==> src/rtl/sram_two_port_arbiter_pkg.sv <==
// Shared types and constants for the two-port SRAM arbiter.
// Optional statistics counters are enabled with SRAM_ARB_STATS_EN.
package sram_arb_pkg;

    typedef enum logic [1:0] {
        S_IDLE,
        S_OWN0,
        S_OWN1
    } arb_state_t;

    typedef struct packed {
        logic valid;
        logic port;
    } rd_tag_t;

    localparam int unsigned VGA_PORT  = 0;
    localparam int unsigned LOAD_PORT = 1;

endpackage

==> src/rtl/sram_two_port_arbiter_if.sv <==
// Client-side bus of the SRAM arbiter: per-port requests in, grant and read return out.
interface sram_two_port_arbiter_if #(
    parameter int unsigned ADDR_W = 18,
    parameter int unsigned DATA_W = 16
);
    logic [1:0]        req_i;
    logic [1:0]        lock_i;
    logic [1:0]        we_n_i;
    logic [ADDR_W-1:0] addr0_i;
    logic [ADDR_W-1:0] addr1_i;
    logic [DATA_W-1:0] wdata0_i;
    logic [DATA_W-1:0] wdata1_i;
    logic [1:0]        gnt_o;
    logic [DATA_W-1:0] rdata_o;
    logic [1:0]        rvalid_o;

    modport master (
        output req_i, lock_i, we_n_i, addr0_i, addr1_i, wdata0_i, wdata1_i,
        input  gnt_o, rdata_o, rvalid_o
    );

    modport slave (
        input  req_i, lock_i, we_n_i, addr0_i, addr1_i, wdata0_i, wdata1_i,
        output gnt_o, rdata_o, rvalid_o
    );
endinterface

==> src/rtl/sram_rd_tag_pipe.sv <==
// Read tag delay line: a tag pushed in a grant cycle emerges DEPTH cycles later.
module sram_rd_tag_pipe
    import sram_arb_pkg::*;
#(
    parameter int unsigned DEPTH = 3
) (
    input  logic    Clock,
    input  logic    Resetn,
    input  rd_tag_t tag_i,
    output rd_tag_t tag_o
);

    rd_tag_t pipe_q [DEPTH];

    always_ff @(posedge Clock) begin
        if (!Resetn) begin
            for (int unsigned i = 0; i < DEPTH; i++) pipe_q[i] <= '0;
        end else begin
            pipe_q[0] <= tag_i;
            for (int unsigned i = 1; i < DEPTH; i++) pipe_q[i] <= pipe_q[i-1];
        end
    end

    assign tag_o = pipe_q[DEPTH-1];

endmodule

==> src/rtl/sram_two_port_arbiter.sv <==
// Fixed-priority SRAM arbiter (VGA over loader) with burst lock and starvation guard.
// Define SRAM_ARB_STATS_EN to add saturating grant/force statistics outputs.
module sram_two_port_arbiter
    import sram_arb_pkg::*;
#(
    parameter int unsigned ADDR_W       = 18,
    parameter int unsigned DATA_W       = 16,
    parameter int unsigned READ_LATENCY = 3,
    parameter int unsigned MAX_WAIT     = 15
) (
    input  logic                   Clock,
    input  logic                   Resetn,
    sram_two_port_arbiter_if.slave bus,
    output logic [ADDR_W-1:0]      SRAM_address_o,
    output logic [DATA_W-1:0]      SRAM_write_data_o,
    output logic                   SRAM_we_n_o,
    input  logic [DATA_W-1:0]      SRAM_read_data_i
`ifdef SRAM_ARB_STATS_EN
    ,
    output logic [15:0]            gnt_cnt0_o,
    output logic [15:0]            gnt_cnt1_o,
    output logic [15:0]            force_cnt_o
`endif
);

    localparam int unsigned WaitW = $clog2(MAX_WAIT + 1);

    arb_state_t       state_q, state_d;
    logic [WaitW-1:0] wait_q, wait_d;
    logic [1:0]       gnt;
    logic             forced;
    rd_tag_t          tag_in, tag_out;

    always_comb begin
        gnt    = 2'b00;
        forced = 1'b0;
        // Grants are suppressed while reset is held so nothing is issued into a reset edge.
        if (!Resetn) begin
            gnt = 2'b00;
        end else if (state_q == S_OWN0 && bus.lock_i[VGA_PORT] && bus.req_i[VGA_PORT]) begin
            gnt = 2'b01;
        end else if (state_q == S_OWN1 && bus.lock_i[LOAD_PORT] && bus.req_i[LOAD_PORT]) begin
            gnt = 2'b10;
        end else if (wait_q == WaitW'(MAX_WAIT) && bus.req_i[LOAD_PORT]) begin
            gnt    = 2'b10;
            forced = 1'b1;
        end else if (bus.req_i[VGA_PORT]) begin
            gnt = 2'b01;
        end else if (bus.req_i[LOAD_PORT]) begin
            gnt = 2'b10;
        end

        state_d = S_IDLE;
        if (gnt[VGA_PORT]) begin
            state_d = S_OWN0;
        end else if (gnt[LOAD_PORT]) begin
            state_d = S_OWN1;
        end

        wait_d = wait_q;
        if (!bus.req_i[LOAD_PORT] || gnt[LOAD_PORT]) begin
            wait_d = '0;
        end else if (wait_q != WaitW'(MAX_WAIT)) begin
            wait_d = wait_q + 1'b1;
        end
    end

    always_ff @(posedge Clock) begin
        if (!Resetn) begin
            state_q <= S_IDLE;
            wait_q  <= '0;
        end else begin
            state_q <= state_d;
            wait_q  <= wait_d;
        end
    end

    always_ff @(posedge Clock) begin
        if (!Resetn) begin
            SRAM_address_o    <= '0;
            SRAM_write_data_o <= '0;
            SRAM_we_n_o       <= 1'b1;
        end else if (gnt[VGA_PORT]) begin
            SRAM_address_o    <= bus.addr0_i;
            SRAM_write_data_o <= bus.wdata0_i;
            SRAM_we_n_o       <= bus.we_n_i[VGA_PORT];
        end else if (gnt[LOAD_PORT]) begin
            SRAM_address_o    <= bus.addr1_i;
            SRAM_write_data_o <= bus.wdata1_i;
            SRAM_we_n_o       <= bus.we_n_i[LOAD_PORT];
        end else begin
            SRAM_we_n_o       <= 1'b1;
        end
    end

    always_comb begin
        tag_in.port  = gnt[LOAD_PORT];
        tag_in.valid = gnt[VGA_PORT]  ? bus.we_n_i[VGA_PORT]  :
                       gnt[LOAD_PORT] ? bus.we_n_i[LOAD_PORT] : 1'b0;
    end

    sram_rd_tag_pipe #(
        .DEPTH (READ_LATENCY)
    ) u_tag_pipe (
        .Clock  (Clock),
        .Resetn (Resetn),
        .tag_i  (tag_in),
        .tag_o  (tag_out)
    );

    // Gating with Resetn drops the read that would land in the reset cycle itself.
    always_comb begin
        bus.rvalid_o = 2'b00;
        if (Resetn && tag_out.valid) begin
            bus.rvalid_o = tag_out.port ? 2'b10 : 2'b01;
        end
    end

    assign bus.gnt_o   = gnt;
    assign bus.rdata_o = SRAM_read_data_i;

`ifdef SRAM_ARB_STATS_EN
    logic [15:0] gnt_cnt0_q, gnt_cnt1_q, force_cnt_q;

    always_ff @(posedge Clock) begin
        if (!Resetn) begin
            gnt_cnt0_q  <= '0;
            gnt_cnt1_q  <= '0;
            force_cnt_q <= '0;
        end else begin
            if (gnt[VGA_PORT] && gnt_cnt0_q != 16'hFFFF) gnt_cnt0_q <= gnt_cnt0_q + 16'd1;
            if (gnt[LOAD_PORT] && gnt_cnt1_q != 16'hFFFF) gnt_cnt1_q <= gnt_cnt1_q + 16'd1;
            if (forced && force_cnt_q != 16'hFFFF) force_cnt_q <= force_cnt_q + 16'd1;
        end
    end

    assign gnt_cnt0_o  = gnt_cnt0_q;
    assign gnt_cnt1_o  = gnt_cnt1_q;
    assign force_cnt_o = force_cnt_q;
`endif

endmodule

==> src/flat_wrapper.sv <==
// flat-port wrapper written by rule: the top's interface ports become plain ports
module sram_two_port_arbiter_flat import sram_arb_pkg::*;
#(
    parameter int unsigned ADDR_W       = 18,
    parameter int unsigned DATA_W       = 16,
    parameter int unsigned READ_LATENCY = 3,
    parameter int unsigned MAX_WAIT     = 15
)
  (Clock, Resetn, SRAM_address_o, SRAM_write_data_o, SRAM_we_n_o, SRAM_read_data_i, bus_req_i, bus_lock_i, bus_we_n_i, bus_addr0_i, bus_addr1_i, bus_wdata0_i, bus_wdata1_i, bus_gnt_o, bus_rdata_o, bus_rvalid_o);
  sram_two_port_arbiter_if #(.ADDR_W(ADDR_W), .DATA_W(DATA_W)) bus_i ();
  input  logic Clock;
  input  logic Resetn;
  output logic [ADDR_W-1:0] SRAM_address_o;
  output logic [DATA_W-1:0] SRAM_write_data_o;
  output logic SRAM_we_n_o;
  input  logic [DATA_W-1:0] SRAM_read_data_i;
  input wire logic [$bits(bus_i.req_i)-1:0] bus_req_i;
  input wire logic [$bits(bus_i.lock_i)-1:0] bus_lock_i;
  input wire logic [$bits(bus_i.we_n_i)-1:0] bus_we_n_i;
  input wire logic [$bits(bus_i.addr0_i)-1:0] bus_addr0_i;
  input wire logic [$bits(bus_i.addr1_i)-1:0] bus_addr1_i;
  input wire logic [$bits(bus_i.wdata0_i)-1:0] bus_wdata0_i;
  input wire logic [$bits(bus_i.wdata1_i)-1:0] bus_wdata1_i;
  output wire logic [$bits(bus_i.gnt_o)-1:0] bus_gnt_o;
  output wire logic [$bits(bus_i.rdata_o)-1:0] bus_rdata_o;
  output wire logic [$bits(bus_i.rvalid_o)-1:0] bus_rvalid_o;
  assign bus_i.req_i = bus_req_i;
  assign bus_i.lock_i = bus_lock_i;
  assign bus_i.we_n_i = bus_we_n_i;
  assign bus_i.addr0_i = bus_addr0_i;
  assign bus_i.addr1_i = bus_addr1_i;
  assign bus_i.wdata0_i = bus_wdata0_i;
  assign bus_i.wdata1_i = bus_wdata1_i;
  assign bus_gnt_o = bus_i.gnt_o;
  assign bus_rdata_o = bus_i.rdata_o;
  assign bus_rvalid_o = bus_i.rvalid_o;
  sram_two_port_arbiter #(.ADDR_W(ADDR_W), .DATA_W(DATA_W), .READ_LATENCY(READ_LATENCY), .MAX_WAIT(MAX_WAIT)) u_core (.Clock(Clock), .Resetn(Resetn), .bus(bus_i), .SRAM_address_o(SRAM_address_o), .SRAM_write_data_o(SRAM_write_data_o), .SRAM_we_n_o(SRAM_we_n_o), .SRAM_read_data_i(SRAM_read_data_i));
endmodule
==> config.mk <==
export PLATFORM = sky130hd
export DESIGN_NAME = sram_two_port_arbiter_flat
export DESIGN_NICKNAME = d
export VERILOG_FILES = /design/src/rtl/sram_two_port_arbiter_pkg.sv /design/src/rtl/sram_two_port_arbiter_if.sv /design/src/rtl/sram_rd_tag_pipe.sv /design/src/rtl/sram_two_port_arbiter.sv /design/src/flat_wrapper.sv
export SDC_FILE = /design/constraint.sdc
export NUM_CORES = 1
export LEC_CHECK = 0
export CORE_MARGIN = 2
export CORE_UTILIZATION = 38
export CTS_CLUSTER_SIZE = 40
export DETAILED_ROUTE_END_ITERATION = 10
export PLACE_DENSITY_LB_ADDON = 0.15
export SETUP_SLACK_MARGIN = 0.05
export SLEW_MARGIN = 15
export SYNTH_ARGS = -nofsm -noshare
export SYNTH_HDL_FRONTEND = slang
export SYNTH_SLANG_ARGS = --single-unit
==> constraint.sdc <==
create_clock -name Clock -period 4.28 [get_ports Clock]
set_clock_uncertainty 0.15 [all_clocks]
set_input_delay 0.642 -clock Clock [delete_from_list [all_inputs] [get_ports Clock]]
set_output_delay 0.642 -clock Clock [all_outputs]
set_load 0.05 [all_outputs]
==> results of run 1 <==
==> metrics by stage <==
stage          std cells  cell area (µm²)  power [W]
2_1_floorplan        220             2140   0.000695
3_3_place_gp         377             3180   0.000784
3_5_place_dp         377             3180   0.000787
4_1_cts              385             3280    0.00108
5_1_grt              385             3280    0.00112
6_report             385             3280    0.00107
==> final cells by class <==
| cell class | count | area [µm²] | share of cell area [%] |
|---|---|---|---|
| clock buffers | 7 | 96.3 | 2.93 |
| clock inverters | 1 | 7.51 | 0.229 |
| inverters | 3 | 11.3 | 0.343 |
| flip-flops and latches | 47 | 941 | 28.6 |
| multi-input cells | 137 | 947 | 28.8 |
| well taps | 72 | 90.1 | 2.74 |
| repair buffers | 118 | 1190 | 36.3 |
==> synth_stat cells (all sizes together) <==
library cell / count
and4b: 1
xnor2: 1
dfxtp: 47
nand2: 3
clkbuf: 10
a311oi: 3
o21ai: 35
buf: 23
a31oi: 2
nand4b: 1
a21oi: 35
inv: 3
a211oi: 1
or2: 1
ha: 1
and2: 4
nor2: 6
and3: 1
nor3: 1
o2111ai: 1
nand3: 3
nand4: 1
nor2b: 1
mux2i: 35
==> kinds of logic (layout without fill, tap and decap cells) <==
family / after synthesis / in the layout / share of synthesized area, %
xor+xnor: 1 / 1 / 0.409
flops: 47 / 47 / 44.0
compound gates: 77 / 77 / 20.0
buf+inv: 36 / 129 / 12.3
fa+ha+maj: 1 / 1 / 0.584
mux: 35 / 35 / 16.4
simple gates: 23 / 23 / 6.31
==> sequential cells by signal, summed over array words and instances (netlist names) <==
register	cells
u_core.SRAM_address_o	18
u_core.SRAM_we_n_o	1
u_core.SRAM_write_data_o	16
u_core.state_q	2
u_core.u_tag_pipe.pipe_q	6
u_core.wait_q	4
==> per-layer routing <==
layer,share of wire [%],up-vias,global-route usage (%)
met5,0,-,0
met4,1.9,0,6.90
met3,8.5,13,4.89
met2,48,73,27.6
met1,42,816,18.9
li1,-,952,-
==> layout by cell type (no fill, tap or decap), drive strengths merged, types with 2 or more instances in the layout <==
cell,instances
a21oi,35
a311oi,3
a31oi,2
and2,4
buf,6
clkbuf,7
clkdlybuf4s50,112
dfxtp,47
inv,3
mux2i,35
nand2,3
nand3,3
nor2,6
o21ai,35
==> worst max-delay path by stage <==
stage                  startpoint                                    end  slack (ns)
finish                     Resetn                        bus_rvalid_o[1]        0.93
global route               Resetn                           bus_gnt_o[1]        0.80
CTS                        Resetn                           bus_gnt_o[1]        0.91
detailed placement         Resetn  u_core.SRAM_address_o[8]$_SDFFE_PN0P_        0.84
global placement           Resetn                        bus_rvalid_o[1]        0.89
floorplan           bus_lock_i[1]                           bus_gnt_o[1]        1.76
==> critical path: stages <==
cell             delay, ns
clkdlybuf4s50_1       0.86
and3_1                0.25
clkdlybuf4s50_1       0.79
==> power groups by stage <==
stage	registers, W	logic, W	clock network (W)
after floorplan	0.000580	0.000115	0
after global placement	0.000489	0.000294	0
after detailed placement	0.000490	0.000296	0
after CTS	0.000480	0.000297	0.000307
after global routing	0.000484	0.000311	0.000325
final	0.000480	0.000295	0.000294
==> results by group, run 1 <==
Pwr
  • Int Pwr: 0.000750 W
  • Sw Pwr: around 0.00032 W
  • P per Cell Area: roughly 330 nW/µm²
  • Reg power frac: between 40% and 50%
  • P_leak: 1.17 nW
  • Switching part of the total power: between 20% and 30%
  • Worst IR Drop VDD: 0.174 mV
  • Gate power share: roughly 28%
  • Clk pwr share: 27.5%

Clocking
  • Hold_buf cts: 0
  • Clock latency at the later pin of the worst-skew pair: approximately 0.3 ns
  • Resized Gates After CTS: 0
  • Cts bufs inserted: 5
  • Setup repair bufs after CTS: 0
  • Clock Sinks: 47
  • Clock slew at reported path FFs: 0.08 ns
  • Worst-case clock buffer depth: 2
  • TritonCTS clock tree: done
  • Htree depth: 2
  • Root Driver: clkbuf_8

Hold path
  • Hold_sp: u_core.u_tag_pipe.pipe_q[0][1]$_SDFF_PN0_
  • Hold Path Sink: u_core.u_tag_pipe.pipe_q[0][3]$_SDFF_PN0_
  • Hold Path Class: reg2reg
  • Cell depth of the worst hold path: 1

Place
  • Worst slack, placed: between 0.8 and 0.9 ns
  • GPL Wtd Cong: 0.747
  • Port Buffer Count: about 110
  • HPWL after DPL: between 3000 and 4000 µm

Drt
  • Initial drt markers: just over 50
  • ANT nets after route: 0
  • Vias/cell: 4.82
  • Final wirelength: around 5200 µm
  • WL per Instance: 13.4 µm
  • Routed vias: roughly 1900
  • First-pass DRT Iterations: 4
  • DR DRC count: 0

Logic synthesis
  • Register area share after synthesis: 44.0%
  • Cells after Synth: 220
  • Post-synth top area share: between 40% and 50%
  • Distinct cells, synth: 30
  • Synth area leader: dfxtp_1
  • Syn Area/Cell: 9.73 µm²
  • Synthesized netlist net count: roughly 310
  • Synthesis Warnings: 0
  • Syn Std Cell Area: around 2100 µm²
  • Number of synthesized register bits: 47
  • Most area-consuming cells after synthesis: dfxtp_1 (44%), mux2i_1 (16%), a21oi_1 (8.2%)

Worst setup path
  • Worst Setup End Kind: output port
  • R2R cell count: 6
  • Critical path launch point type: input pin
  • R2r endpoint: u_core.SRAM_address_o[8]$_SDFFE_PN0P_
  • CP arrival: between 2 and 3 ns
  • R2R Setup Slk: roughly 1.8 ns
  • R2r startpoint: u_core.wait_q[0]$_SDFFE_PP0P_
  • Max FO, Critical Path: 21
  • CP Data Required Time: approximately 3.5 ns
  • Crit Path Class: in2out

Final layout
  • # fillers: about 540
  • Antenna diode count: 0
  • Nets: about 410
  • Utilization after layout: around three fifths
  • Area grow syn2layout: 53.4%
  • Share of cells above drive strength 1: 5.75%

Floorplan
  • Area of the die: ~6200 µm²
  • Initial Util: a little under 40%
  • Core area: about 5500 µm²
  • Cell Rows: 27
  • Die height: roughly 79 µm
  • Ports: 147
  • Die Span X: a little under 80 µm

Run
  • MaxCap Viol Count: 0

Timing
  • Final worst slack: ~0.93 ns
  • Setup total negative slack: 0 ns
  • Unrepaired setup endpoints after global routing: no
  • Setup violators final: 0
  • Min Clock Period, post-route: 3.35 ns
  • Tightest Pin Transition: 0.621 ns
  • Slew Viols, Final: 0
  • Crit share post-route: around four fifths
  • Peak Freq: approximately 0.30 GHz
  • Slew HR: roughly three fifths
  • Hold slack: 0.291 ns
  • Final-report hold violation count: 0

Global routing
  • Initial antenna violation count: 0
  • Vias in the first global route: roughly 1600
  • GRT Overall Usage: between 15 and 20%
  • GRT overflow: 0
  • First-pass GRT wire length: slightly below 8000 µm
  • Largest net degree at the start of global routing: 71

Outcome
  • Outcome: complete, no violations
(Power assumes the default switching activity.)
==> run 2: changes to the inputs <==
Settings changed: CORE_UTILIZATION 38 to 32.
Clock period 4.28 ns to 2.89 ns, I/O delays scaled along.
==> run 2 against run 1 <==
The flow now finishes with violations (DRC). Routed wire length rose by 5.2%. Sequential share of layout area fell by 0.45 points. First-iteration DRC count rose by 24%. Non-clock buffer count rose by 4. Register-to-register slack got worse by 1.2 ns. Cell count rose by 2.1%. Core utilization fell by 8.1 points.
==> results by group, run 2 (synthesized netlist as in run 1, its figures left out) <==
Clocking
  • Resized Gates After CTS: 0 (unchanged)
  • Setup repair bufs after CTS: 0 (unchanged)
  • TritonCTS clock tree: done
  • Cts bufs inserted: 5 (unchanged)
  • Hold_buf cts: 0 (unchanged)
  • Worst-case clock buffer depth: 2 (unchanged)
  • Root Driver: clkbuf_8
  • Htree depth: 2 (unchanged)
  • Clock slew at reported path FFs: 0.08 ns (about the same)
  • Clock latency at the later pin of the worst-skew pair: 0.29 ns (about the same)
  • Clock Sinks: 47 (unchanged)

Floorplan
  • Die height: 85.8 µm (+8.5%)
  • Ports: 147 (unchanged)
  • Core area: 6420 µm² (+17%)
  • Area of the die: 7360 µm² (+18%)
  • Die Span X: 85.8 µm (+8.5%)
  • Initial Util: 33.3% (-5.8 points)
  • Cell Rows: 29 (+7.4%)

Timing
  • Min Clock Period, post-route: 2.55 ns
  • Crit share post-route: 88.3%
  • Slew Viols, Final: 0 (unchanged)
  • Slew HR: 64.3% (+5.7 points)
  • Final worst slack: 0.337 ns (-0.597 ns)
  • Setup violators final: 0 (unchanged)
  • Setup total negative slack: 0 ns (unchanged)
  • Unrepaired setup endpoints after global routing: no
  • Final-report hold violation count: 0 (unchanged)
  • Peak Freq: ~0.39 GHz
  • Tightest Pin Transition: 0.534 ns (-0.0867 ns)

Drt
  • Total length of routed met3 wires: 454 µm (+3.9%)
  • Vias/cell: 4.80 (-0.24%)
  • Top Metal Used: met4
  • ANT nets after route: 0 (unchanged)
  • DR DRC count: 11 (+11)
  • Routed vias: 1888 (+1.8%)
  • Final wirelength: 5440 µm (+5.2%)
  • Routed wl met2: 2430 µm (-1.3%)
  • Met1 WL: 2410 µm (+12%)
  • First-pass DRT Iterations: 7 (+3)
  • Initial drt markers: 63 (+24%)
  • WL per Instance: 13.8 µm (+3.1%)

Final layout
  • Most frequent cells in the layout: clkdlybuf4s50_1 (110), dfxtp_1 (47), mux2i_1 (35), a21oi_1 (35), o21ai_0 (28)
  • Share of cells above drive strength 1: 7.28% (+1.5 points)
  • # fillers: 610 (+13%)
  • Nets: 409 (+0.99%)
  • Most common cell after layout, fill and taps aside: clkdlybuf4s50_1
  • Largest registers: u_core.SRAM_address_o (18), u_core.SRAM_write_data_o (16), u_core.u_tag_pipe.pipe_q (6)
  • Antenna diode count: 0 (unchanged)
  • Area grow syn2layout: 55.9%
  • Top reg by flops: u_core.SRAM_address_o
  • Largest register FFs: 18 (unchanged)

Global routing
  • Largest net degree at the start of global routing: 50 (-30%)
  • GRT overflow: 0 (unchanged)
  • First-pass GRT wire length: 8800 µm (+11%)
  • GRT Overall Usage: 15.0% (-1.2 points)
  • Initial antenna violation count: 0 (unchanged)
  • Vias in the first global route: 1855 (+13%)

Place
  • HPWL after DPL: 3900 µm (+3.1%)
  • Port Buffer Count: 114 (unchanged)
  • Worst slack, placed: 0.334 ns (-0.507 ns)
  • GPL Wtd Cong: 0.765 (+2.5%)

Pwr
  • P per Cell Area: 466 nW/µm² (+43%)
  • P_leak: 1.20 nW (+2.4%)
  • Worst IR Drop VDD: 0.251 mV (+44%)
  • Total power: 0.00155 W (+45%)

Worst setup path
  • Critical path launch point type: flip-flop
  • R2R Setup Slk: 0.64 ns (-1.18 ns)
  • R2R cell count: 7 (+1)
  • Max FO, Critical Path: 26 (+24%)
  • Worst Setup End Kind: output port
  • Crit Path Class: reg2out
  • CP arrival: 1.97 ns (-0.58 ns)
  • CP Data Required Time: 2.31 ns (-1.18 ns)
  • R2r startpoint: u_core.wait_q[0]$_SDFFE_PP0P_
  • R2r endpoint: u_core.SRAM_write_data_o[1]$_SDFFE_PN0P_

Run
  • MaxCap Viol Count: 0 (unchanged)

Hold path
  • Hold Path Class: reg2reg
  • Hold Path Sink: u_core.u_tag_pipe.pipe_q[0][5]$_SDFF_PN0_
  • Hold_sp: u_core.u_tag_pipe.pipe_q[0][3]$_SDFF_PN0_
  • Cell depth of the worst hold path: 1 (unchanged)

Outcome
  • Outcome: complete, but fails checks
  • Failing checks: DRC
-- run 2: changes by cell type in the layout (fill, tap and decap cells not counted), sizes merged --
cell,previous run,this run
clkbuf,7,6
clkinvlp,1,0
clkinv,0,1
clkdlybuf4s50,112,110
buf,6,12
-- run 2: routing by layer --
layer	track usage [%]	vias up
met5	0	-
met3	3.08	18
met4	6.78	0
met1	18.5	825
met2	25.2	79
li1	-	966
-- run 2: critical path, stage by stage, from the launching register on --
cell and delay, ns:
dfxtp_1 0.39, ha_1 0.31, nand3_4 0.16, a311oi_4 0.39, buf_12 0.26, buf_12 0.16
-- run 2: how the worst max path moves through the flow --
stage / from / end / slack [ns]
after floorplan: u_core.wait_q[0]$_SDFFE_PP0P_ / bus_gnt_o[1] / 0.72
after global placement: bus_req_i[1] / bus_gnt_o[1] / 0.38
after detailed placement: bus_req_i[1] / u_core.SRAM_write_data_o[1]$_SDFFE_PN0P_ / 0.33
after CTS: u_core.wait_q[0]$_SDFFE_PP0P_ / bus_gnt_o[1] / 0.31
after global routing: u_core.wait_q[0]$_SDFFE_PP0P_ / bus_gnt_o[1] / 0.23
final: u_core.wait_q[0]$_SDFFE_PP0P_ / bus_gnt_o[1] / 0.34
-- run 2: stage by stage --
stage	hold slack, ns	instances	util, %	area [µm²]
after floorplan	0.262	220	-	2140
after global placement	0.264	386	50.6	3250
after detailed placement	0.270	386	50.6	3250
after CTS	0.290	393	52.0	3340
after global routing	0.296	393	52.0	3340
final	0.286	393	52.0	3340
-- run 2: layout make-up --
| class | instances | area, µm² | share of cell area, % |
|---|---|---|---|
| Inverter | 3 | 11.3 | 0.337 |
| Tap cell | 77 | 96.3 | 2.89 |
| Timing Repair Buffer | 122 | 1250 | 37.6 |
| Clock buffer | 6 | 82.6 | 2.47 |
| Sequential cell | 47 | 941 | 28.2 |
| Clock inverter | 1 | 5.00 | 0.150 |
| Multi-Input combinational cell | 137 | 947 | 28.4 |
-- run 2: report_power, final --
| group | internal (W) | switching (W) |
|---|---|---|
| Clock | 0.000188 | 0.000211 |
| Combinational | 0.000207 | 0.000237 |
| Sequential | 0.000691 | 0.0000201 |
| Total | 0.00109 | 0.000468 |
